## src/rtl/vram_fetch_arb.sv

```systemverilog
// rtl/vram_fetch_arb.sv - round-robin burst arbiter for three display fetchers on one vram read port
module vram_fetch_arb (
   input  logic        clk,
   input  logic        rst,
   input  logic [2:0]  req_strobe,
   input  logic [44:0] req_addr,
   input  logic [5:0]  req_len,
   output logic [2:0]  req_valid,
   output logic [2:0]  req_done,
   output logic [31:0] rddata,
   output logic [14:0] vram_addr,
   output logic        vram_strobe,
   input  logic        vram_ack,
   input  logic [31:0] vram_rddata
);

   typedef enum logic {
      IDLE  = 1'b0,
      BURST = 1'b1
   } state_t;

   state_t      state;
   state_t      state_nxt;
   logic [1:0]  grant;
   logic [1:0]  grant_nxt;
   logic [1:0]  last_grant;
   logic [1:0]  last_grant_nxt;
   logic [14:0] cur_addr;
   logic [14:0] cur_addr_nxt;
   logic [1:0]  remaining;
   logic [1:0]  remaining_nxt;

   logic [1:0]  order0;
   logic [1:0]  order1;
   logic [1:0]  order2;
   logic        pick_valid;
   logic [1:0]  pick;
   logic [14:0] pick_addr;
   logic [1:0]  pick_len;
   logic [2:0]  grant_oh;
   logic [14:0] cur_addr_inc;

   assign grant_oh     = 3'(3'b001 << grant);
   assign cur_addr_inc = cur_addr + 15'd1;

   // scan order starts just after the most recent winner so nobody starves
   always_comb begin
      order0 = 2'd0;
      order1 = 2'd1;
      order2 = 2'd2;
      case (last_grant)
         2'd0: begin
            order0 = 2'd1;
            order1 = 2'd2;
            order2 = 2'd0;
         end
         2'd1: begin
            order0 = 2'd2;
            order1 = 2'd0;
            order2 = 2'd1;
         end
         default: begin
            order0 = 2'd0;
            order1 = 2'd1;
            order2 = 2'd2;
         end
      endcase
   end

   // first requester with its strobe set, in round-robin order
   always_comb begin
      pick_valid = 1'b0;
      pick       = 2'd0;
      if (req_strobe[order0]) begin
         pick_valid = 1'b1;
         pick       = order0;
      end else if (req_strobe[order1]) begin
         pick_valid = 1'b1;
         pick       = order1;
      end else if (req_strobe[order2]) begin
         pick_valid = 1'b1;
         pick       = order2;
      end
   end

   // address and length of the winning requester
   always_comb begin
      pick_addr = req_addr[14:0];
      pick_len  = req_len[1:0];
      case (pick)
         2'd1: begin
            pick_addr = req_addr[29:15];
            pick_len  = req_len[3:2];
         end
         2'd2: begin
            pick_addr = req_addr[44:30];
            pick_len  = req_len[5:4];
         end
         default: begin
            pick_addr = req_addr[14:0];
            pick_len  = req_len[1:0];
         end
      endcase
   end

   // state and burst registers; a reset abandons any burst in flight
   always_ff @(posedge clk or posedge rst) begin
      if (rst) begin
         state      <= IDLE;
         grant      <= 2'd0;
         last_grant <= 2'd2;
         cur_addr   <= 15'd0;
         remaining  <= 2'd0;
      end else begin
         state      <= state_nxt;
         grant      <= grant_nxt;
         last_grant <= last_grant_nxt;
         cur_addr   <= cur_addr_nxt;
         remaining  <= remaining_nxt;
      end
   end

   // next state and outputs; the ack-to-address path keeps one word per cycle
   always_comb begin
      state_nxt      = state;
      grant_nxt      = grant;
      last_grant_nxt = last_grant;
      cur_addr_nxt   = cur_addr;
      remaining_nxt  = remaining;
      vram_strobe    = 1'b0;
      vram_addr      = cur_addr;
      req_valid      = 3'b000;
      req_done       = 3'b000;
      rddata         = 32'd0;
      case (state)
         IDLE: begin
            if (pick_valid) begin
               grant_nxt      = pick;
               last_grant_nxt = pick;
               cur_addr_nxt   = pick_addr;
               remaining_nxt  = pick_len;
               state_nxt      = BURST;
            end
         end
         BURST: begin
            vram_strobe = 1'b1;
            if (vram_ack) begin
               vram_addr    = cur_addr_inc;
               req_valid    = grant_oh;
               rddata       = vram_rddata;
               cur_addr_nxt = cur_addr_inc;
               if (remaining == 2'd0) begin
                  req_done    = grant_oh;
                  vram_strobe = 1'b0;
                  state_nxt   = IDLE;
               end else begin
                  remaining_nxt = remaining - 2'd1;
               end
            end
         end
         default: begin
            state_nxt = IDLE;
         end
      endcase
   end

endmodule

```

## config.mk

```make
export PLATFORM = sky130hd
export DESIGN_NAME = vram_fetch_arb
export DESIGN_NICKNAME = d
export VERILOG_FILES = /design/src/rtl/vram_fetch_arb.sv
export SDC_FILE = /design/constraint.sdc
export NUM_CORES = 1
export LEC_CHECK = 0
export CAP_MARGIN = 20
export CORE_ASPECT_RATIO = 1.5
export CORE_MARGIN = 5
export CORE_UTILIZATION = 40
export CTS_BUF_LIST = sky130_fd_sc_hd__clkbuf_4
export CTS_CLUSTER_DIAMETER = 60
export CTS_CLUSTER_SIZE = 12
export DETAILED_ROUTE_END_ITERATION = 10
export GPL_TIMING_DRIVEN = 1
export PLACE_DENSITY_LB_ADDON = 0.12
export RECOVER_POWER = 25
export SYNTH_ARGS = -nofsm -noshare
export SYNTH_HDL_FRONTEND = slang
export SYNTH_SLANG_ARGS = --single-unit
```

## constraint.sdc

```tcl
create_clock -name clk -period 4.8 [get_ports clk]
set_input_delay 0.96 -clock clk [delete_from_list [all_inputs] [get_ports clk]]
set_output_delay 0.96 -clock clk [all_outputs]
set_load 0.02 [all_outputs]
```

==> impl_metrics.py <==
metrics = {
    "sta": {
        "relSlewSlack": 0.2918,
        "setup-tns-final_ns": 0,
        "finalMaxSlewViolations": 0,
        "fin_ws_ns": 0.7374,
        "tightest_slew_ns": 1.062,
        "max_freq_mhz": 246.1,
        "setup_viol": 0,
        "rsz0062_at_grt": "no",
        "finalCritPeriodShare": 0.8464,
        "hold_ws_ns": 0.4938,
        "layout_min_cycle_time_ns": 4.063,
        "hold_viol_final": 0,
        "skew_ns": 0.001809,
    },
    "worst_setup_path": {
        "max_stage_delay_ns": 0.70,
        "crit_path_frequent_cell": "clkdlybuf4s50_1",
        "cp-start-kind": "input port",
        "crit_slowest_cell": "clkdlybuf4s50_1",
        "worst-setup-path-type": "in -> out",
        "crit_arrival_ns": 3.10,
        "critPathCaptureType": "primary output",
        "cp.required_ns": 3.84,
        "crit_chain": "clkdlybuf4s50_1 -> nand3_2 -> nor3_4 -> nand4_1 -> xnor2_1 -> clkdlybuf4s50_1",
        "cp_max_fo": 7,
    },
    "logic_synthesis": {
        "ys_seq_area_frac": 0.2461,
        "synthAdderAreaFrac": 0.02338,
        "syn_avg_cell_area_um2": 7.757,
        "synthMuxAreaShare": 0.005260,
        "synth_nets": 369,
        "synth-simple-area-share": 0.3384,
        "ys_ff_latch": 21,
        "syn_inst": 276,
        "netlist_area_um2": 2141,
        "synth_top_family_by_area": "simple AND/OR/NAND/NOR gates",
        "ys_warn_count": 0,
        "ys.flop_type": "dfrtp_1",
        "synth-async-reset-ratio": 1.000,
        "ys_types": 49,
        "synth_compound_area_frac": 0.2262,
        "synth_xor_area_frac": 0.07773,
        "synth_edf_count": 0,
    },
    "drt": {
        "vias_per_cell": 5.442,
        "wl_per_cell_um": 16.36,
        "drc": 0,
        "dr_total_vias": 2536,
        "drt-pass1-iter-count": 4,
        "drt_iter0_markers": 131,
        "drt_wl_total_um": 7625,
        "antenna_left": 0,
    },
    "placed_design": {
        "gp_congestion": 0.7932,
        "placed_cells": 462,
        "place_hpwl_um": 6143,
        "pre_cts_ws_ns": 0.7336,
        "numPortBuffers": 142,
    },
    "layout": {
        "fin_nets": 492,
        "syn_to_final_growth_pct": 67.15,
        "antenna_cells": 0,
        "final_cells": 466,
        "drive_gt1_frac": 0.06281,
    },
    "global_routing": {
        "grt_pass1_wl_um": 12630,
        "grt_max_degree": 51,
        "grt_pass1_vias": 2666,
        "gr-total-overflow": 0,
        "antenna_found_initial": 0,
        "grtUsageTotal": 0.2216,
    },
    "clock_tree": {
        "post_cts_buffers": 0,
        "cts_resized": 0,
        "clkSinkCount": 21,
        "holdBufCountCts": 0,
        "cts_buffers": 3,
        "cts-root-buf": "clkbuf_4",
        "clockBufferDepth": 2,
        "cts.clk_slew.worst_paths_ns": 0.12,
        "clock_latency_ns": 0.31,
        "cts.htree.levels": 1,
        "cts_tree": "done",
    },
    "power": {
        "p_total_mw": 1.655,
        "power_density_nw_per_um2": 462.4,
        "power.leakage_nw": 1.438,
        "irDropWorstVdd_v": 0.0002860,
    },
    "die": {
        "die_y_um": 99.60,
        "initial_core_util": 0.4145,
        "placement_rows": 32,
        "core_area_um2": 5165,
        "io_pins": 143,
        "die_area_um2": 6945,
        "die_w_um": 69.73,
    },
    "status": {
        "status": "complete, no violations",
    },
    "run": {
        "cap_violations": 0,
    },
    "worst_hold_path": {
        "hold_class": "reg -> reg",
    },
}
## cells in the final DEF, fill, tap and decap left out, drive strengths merged, types with 2 or more instances in the layout
cell type      Yosys  layout
dfrtp             20      20
a211oi             2       2
a22oi              8       8
nor3               9       9
or2                2       2
a221o              4       4
nor2b              7       7
nor4               5       5
inv               14      14
and4               2       2
o221ai             3       3
a221oi             9       9
o21ai             13      13
xor2               5       5
dlygate4sd3        0       2
clkbuf            15       5
buf               13       3
clkdlybuf4s50      0     140
xnor2             14      14
ha                 4       4
o22ai              6       6
nand4              8       8
a21oi             22      22
nand2             21      21
and3              32      32
nand3              6       6
nor2              17      17
and2               3       3
nor3b              2       2
## power breakdown
part | internal [mW] | leakage, nW | switching [mW]
sequential | 0.266 | 0.246 | 0.161
combinational | 0.543 | 1.17 | 0.590
clock | 0.0382 | 0.0184 | 0.0563
total | 0.847 | 1.44 | 0.808
## cells in the mapped netlist, types with 7 or more instances
cell | n | area share
xnor2_1 | 14 | 0.057
nand2_1 | 20 | 0.035
a22oi_1 | 8 | 0.028
and3_1 | 32 | 0.094
a221oi_1 | 9 | 0.037
nor2b_1 | 7 | 0.020
o21ai_0 | 9 | 0.021
inv_1 | 14 | 0.025
buf_2 | 12 | 0.028
nor2_1 | 17 | 0.030
dfrtp_1 | 20 | 0.23
a21oi_1 | 22 | 0.051
clkbuf_1 | 14 | 0.025
## path summary, 6_finish.rpt
| kind | from | endpoint | slack [ns] | depth (start not counted) |
|---|---|---|---|---|
| worst min register to register | last_grant[1] | last_grant[1] | 0.49 | 2 |
| worst min-delay path | last_grant[1] | last_grant[1] | 0.49 | 2 |
| worst max-delay path | vram_ack | vram_addr[14] | 0.74 | 6 |
| max in group asynchronous | rst | cur_addr[4] | 3.08 | 2 |
| worst max register to register | last_grant[1] | cur_addr[8] | 2.10 | 7 |
| min in group asynchronous | rst | cur_addr[13] | 1.22 | 2 |
## registers in the layout, indices dropped and copies added, names as in the netlist
name	cells
cur_addr	15
grant	2
last_grant	1
remaining	2
state	1
## cell type report
class,instances,area (µm²)
Fill cell,439,1587
Sequential cell,21,526.8
Tap cell,68,85.08
Multi-Input combinational cell,213,1436
Timing Repair Buffer,146,1448
Inverter,14,52.55
Clock buffer,4,30.03
## kinds of logic after synthesis
group,after synthesis
fa+ha+maj,4
simple gates,116
buf+inv,42
mux,1
flops,21
xor+xnor,19
compound gates,73
## routing by layer
| layer | share of wire | vias up | GRT usage |
|---|---|---|---|
| met1 | 0.37 | 1165 | 0.2414 |
| met3 | 0.10 | 8 | 0.07482 |
| met2 | 0.51 | 109 | 0.4022 |
| met4 | 0.017 | 0 | 0.07080 |
| met5 | 0 | - | 0 |
| li1 | - | 1254 | - |
## through the flow
stage	utilization	cell area [µm²]
2_1_floorplan	-	2141
6_report	0.6928	3578
3_5_place_dp	0.6877	3552
3_3_place_gp	0.6877	3552
4_1_cts	0.6936	3582
5_1_grt	0.6928	3578
## worst max-delay path: cells and delay by family
kind | cells | cell delay, ns
AND/OR/NAND/NOR | 3 | 0.64
XOR/XNOR | 1 | 0.17
buffers and inverters | 2 | 1.32
Note: power is estimated with default switching activity, not from simulation.
